==> config.mk <==
export PLATFORM = sky130hd
export DESIGN_NAME = mux8way_arbiter
export DESIGN_NICKNAME = d
export VERILOG_FILES = /design/src/rtl/mux8way_arbiter.sv
export SDC_FILE = /design/constraint.sdc
export NUM_CORES = 1
export LEC_CHECK = 0
export CAP_MARGIN = 20
export CORE_ASPECT_RATIO = 0.9
export CORE_UTILIZATION = 51
export CTS_CLUSTER_SIZE = 24
export DETAILED_ROUTE_END_ITERATION = 6
export PLACE_DENSITY = 0.79
export RECOVER_POWER = 100
export SYNTH_ARGS = -nofsm -noshare
export SYNTH_HDL_FRONTEND = slang
export SYNTH_SLANG_ARGS = --single-unit
==> constraint.sdc <==
create_clock -name clk -period 4.5 [get_ports clk]
set_input_delay 0.9 -clock clk [delete_from_list [all_inputs] [get_ports clk]]
set_output_delay 0.9 -clock clk [all_outputs]
set_load 0.01 [all_outputs]
==> src/rtl/mux8way_arbiter.sv <==
// mux8way_arbiter: round-robin owner of the Mux8way select; MUX8WAY_ARB_TIMEOUT_EN adds a HOLD_MAX rotation limit.
module mux8way_arbiter #(
  parameter int HOLD_MAX = 16
) (
  input  logic       clk,
  input  logic       reset,
  input  logic [7:0] req,
  output logic [2:0] select,
  output logic [7:0] grant,
  output logic       valid,
  output logic [7:0] holdCount
);
  typedef enum logic {IDLE, GRANT} state_t;
  state_t r_state, w_state_n;
  logic [2:0] r_select, r_pointer, w_select_n, w_pointer_n, w_start, w_win;
  logic       w_force, w_keep, w_any;
  if (HOLD_MAX < 2 || HOLD_MAX > 255) begin : g_bad_hold
    $error("HOLD_MAX out of range 2..255");
  end
  assign w_any  = |req;
  assign w_keep = (r_state == GRANT) && req[r_select] && !w_force;
`ifdef MUX8WAY_ARB_TIMEOUT_EN
  logic [7:0] r_hold;
  assign w_force = (r_state == GRANT) && req[r_select] && (r_hold == 8'(HOLD_MAX - 1));
  always_ff @(posedge clk)
    if (reset) r_hold <= 8'd0;
    else r_hold <= w_keep ? ((r_hold == 8'hFF) ? r_hold : r_hold + 8'd1) : 8'd0;
  assign holdCount = r_hold;
`else
  assign w_force   = 1'b0;
  assign holdCount = 8'd0;
`endif
  // A forced rotation searches past the current owner; otherwise resume from the pointer.
  always_comb begin
    w_start = w_force ? r_select + 3'd1 : r_pointer;
    w_win   = w_start;
    for (int k = 7; k >= 0; k--)
      if (req[w_start + 3'(k)]) w_win = w_start + 3'(k);
  end
  always_comb begin
    w_state_n   = r_state;
    w_select_n  = r_select;
    w_pointer_n = r_pointer;
    if (w_any && (r_state == IDLE || !w_keep)) begin
      w_state_n   = GRANT;
      w_select_n  = w_win;
      w_pointer_n = w_win + 3'd1;
    end else if (r_state == GRANT && !w_keep) begin
      w_state_n = IDLE;
    end
  end
  always_ff @(posedge clk)
    if (reset) begin
      r_state   <= IDLE;
      r_select  <= 3'd0;
      r_pointer <= 3'd0;
    end else begin
      r_state   <= w_state_n;
      r_select  <= w_select_n;
      r_pointer <= w_pointer_n;
    end
  assign select = r_select;
  assign valid  = (r_state == GRANT);
  assign grant  = valid ? (8'd1 << r_select) : 8'd0;
endmodule

==> impl_results.md <==
* CTS Buffer Depth at 2
* Net Switching at 505 µW
* Via/cell ratio at 6.62
* Die Ht at roughly 51 µm
* Vias in the first global route at 1,299
* Hold path cells at 2
* Outcome: complete, no violations
* Total clock sinks at 7
* Leak at a little over 0.6 nW
* Final WL at ~3300 µm
* Worst R2R Start: r_pointer[0]$_SDFFE_PP0P_
* Multi-input combinational cell area at between 0.001 and 0.0015 mm²
* Slew Limit Fails at 0
* DIE WIDTH at between 50 and 60 µm
* Relative slew slack at 60.3%
* First-pass DRT Iterations at 4
* Initial antenna violation count at 0
* Placed wire-length estimate at about 2600 µm
* Hold Path End: select[2]$_SDFFE_PP0P_
* I/O pin total at 30
* Main area contributors after synthesis: mux4_2 13%, dfxtp_1 10%, mux4_1 7.7%, nor2_1 4.7%, buf_4 4.4%
* GRT Overall Usage at 24.4%
* Post-CTS Setup Bufs at 0
* Clock power frac at 5.9%
* Layout Utilization at 62.4%
* Wire per inst at approximately 16 µm
* Number of gates resized after cts at 0
* Site Rows at 17
* Crit-path max FO at 8
* Root Driver: clkbuf_4
* Hold/Removal Path Class: reg -> reg
* Mapped Cells at 158
* EDFF count, synth at 0
* R2R Setup Slk at between 0.9 and 1 ns
* Total number of vias at 1,338
* Clock Latency Late Sink at 0.26 ns
* CORE AREA at 0.00249 mm²
* Cell taking the most area after synthesis: mux4_2
* Startpoint Class: input port
* Clk slew on worst S/H paths at 0.05 ns
* Largest net degree at the start of global routing at 16
* P per Cell Area at 635 mW/mm²
* Comb pwr share at between 80% and 90%
* ANT cells at 0
* Distinct cells, synth at 53
* Synth Register Bits at 7
* Required time worst endpoint at 4.68 ns
* Internal power at slightly below 500 µW
* R2R cell count at 12
* Least-Margin Pin Slew at 0.595 ns
* DRT iter0 DRCs at 24
* # hold bufs at CTS at 0
* H-tree Lvls at 1
* Fmax at 260 MHz
* CTS tree: done
* CP Cell Sequence: dlygate4sd3_1, mux4_1, mux2i_1, nor2b_1, o2111ai_1, a32oi_1, nor2_1, ha_1, or3_1, o211ai_1
* Sw frac at 51.3%
* Asr flop ratio synth at 0%
* Worst Clk Skew at 0.00188 ns
* Setup TNS at 0 ns
* Nets at 188
* Fin crit period at 3.85 ns
* I/O Buffers at 21
* Layout cells sized above 1 at 13.2%
* Syn. warnings at 0
* Share of the synthesized area in the top cell type at 13.2%
* TritonCTS buffer count at 3
* Worst reg2reg endpoint: r_pointer[2]$_SDFFE_PP0P_
* Worst EP arrival at 4.03 ns
* Worst VDD drop at approximately 0.36 mV
* Detail Route Antenna Nets at 0
* CP Buf/Inv Count at 1
* Hold Startpoint: select[2]$_SDFFE_PP0P_
* # DRC at 0
* Dominant synthesized flop cell: dfxtp_1
* Crit-path leading delay family: multiplexers
* CP Capture Type: flip-flop
* Max-cap violations at 0
* Final setup violation count at 0
* Slowest library cell on the worst path: mux4_1
* Synth Area per Inst at 8.62 µm²
* Register area share after synthesis at a little over 10%
* RSZ-0062 raised after global routing: false
* Routability cong. at approximately 0.92
* Netlist Area Pre-Place at 0.00136 mm²
* First-pass GRT wire length at 5620 µm
* Initial core utilization at between 50% and 60%
* Die Footprint at 0.00288 mm²
* Register Area at 140 µm²
* Fillers at 218
* Crit path largest cell delay at around 0.67 ns
* Final Hold Vio Count at 0
* Sequential share of power at ~11%
* Period utilisation layout at 85.6%
* Layout area overhead at 14.1%
* Setup CP Type: in -> reg
* GR Overflow Total at 0
sequential cells by signal, indices dropped and copies added (netlist names):
register and cells:
r_pointer 3, valid 1, select 3
synth_stat cells, types with 5 or more instances:
cell type,count
mux4_2,8
a21oi_1,7
mux2_2,5
buf_4,8
nor2_1,17
nand3_1,9
nand2_1,9
inv_1,6
nand2b_1,5
dfxtp_1,7
power by group through the flow:
stage	Sequential (mW)	Combinational, mW	Clock, mW
3_3_place_gp	0.113	0.797	0
6_report	0.112	0.815	0.0583
2_1_floorplan	0.0982	0.667	0
4_1_cts	0.114	0.827	0.0591
5_1_grt	0.117	0.890	0.0656
3_5_place_dp	0.114	0.823	0
placed cells by master (no fill, tap or decap), types with 4 or more instances in the layout:
cell,count
clkdlybuf4s50_1,8
a21oi_1,7
nand2b_1,5
mux4_1,4
a31oi_1,4
inv_1,6
mux2_2,5
nand3_1,9
conb_1,8
nor2_1,17
nand2_1,9
dlygate4sd3_1,13
mux2i_1,5
mux4_2,8
dfxtp_1,7
a211oi_1,4
how the worst max path moves through the flow:
stage	cells past startpoint	to	from
floorplan	14	r_pointer[2]$_SDFFE_PP0P_	r_pointer[1]$_SDFFE_PP0P_
global placement	10	r_pointer[2]$_SDFFE_PP0P_	req[6]
detailed placement	10	r_pointer[2]$_SDFFE_PP0P_	req[6]
CTS	10	r_pointer[2]$_SDFFE_PP0P_	req[6]
global route	10	r_pointer[2]$_SDFFE_PP0P_	req[5]
finish	10	r_pointer[2]$_SDFFE_PP0P_	req[5]
logic make-up after synthesis:
group	after synthesis	share of synthesized area (%)
xor+xnor	3	1.93
mux	24	31.8
flops	7	10.3
fa+ha+maj	3	2.76
other cells	1	0.275
compound gates	38	21.3
buf+inv	25	10.0
simple gates	57	21.6
through the flow:
step                      instances  total power [mW]  hold slack (ns)  instance area (µm²)  worst slack, ns
after global placement          198             0.910            0.545                 1540            0.655
after floorplan                 165             0.766            0.554                 1390             1.14
after global routing            202              1.07            0.630                 1550            0.524
final                           202             0.986            0.570                 1550            0.647
after detailed placement        198             0.937            0.570                 1540            0.574
after CTS                       202              1.00            0.587                 1560            0.847
worst min-delay path, cell delays in order, from the launching register on:
cell and delay, ns:
dfxtp_1 0.35, nor2_1 0.12, a211oi_1 0.05
layout make-up:
type | instances | area share [%]
clock buffer | 4 | 1.69
multi-input combinational | 133 | 70.8
sequential | 7 | 9.02
tap | 28 | 2.26
timing repair buffer | 23 | 14.5
inverter | 7 | 1.69
per-layer routing:
| layer | track usage, % | part of all wire, % | vias up |
|---|---|---|---|
| met5 | 0 | 0 | - |
| met4 | 8.54 | 1.2 | 0 |
| met3 | 4.05 | 6.8 | 8 |
| met2 | 41.4 | 50 | 62 |
| met1 | 31.6 | 42 | 639 |
| li1 | - | - | 629 |
Note: power is estimated with default switching activity, not from simulation.
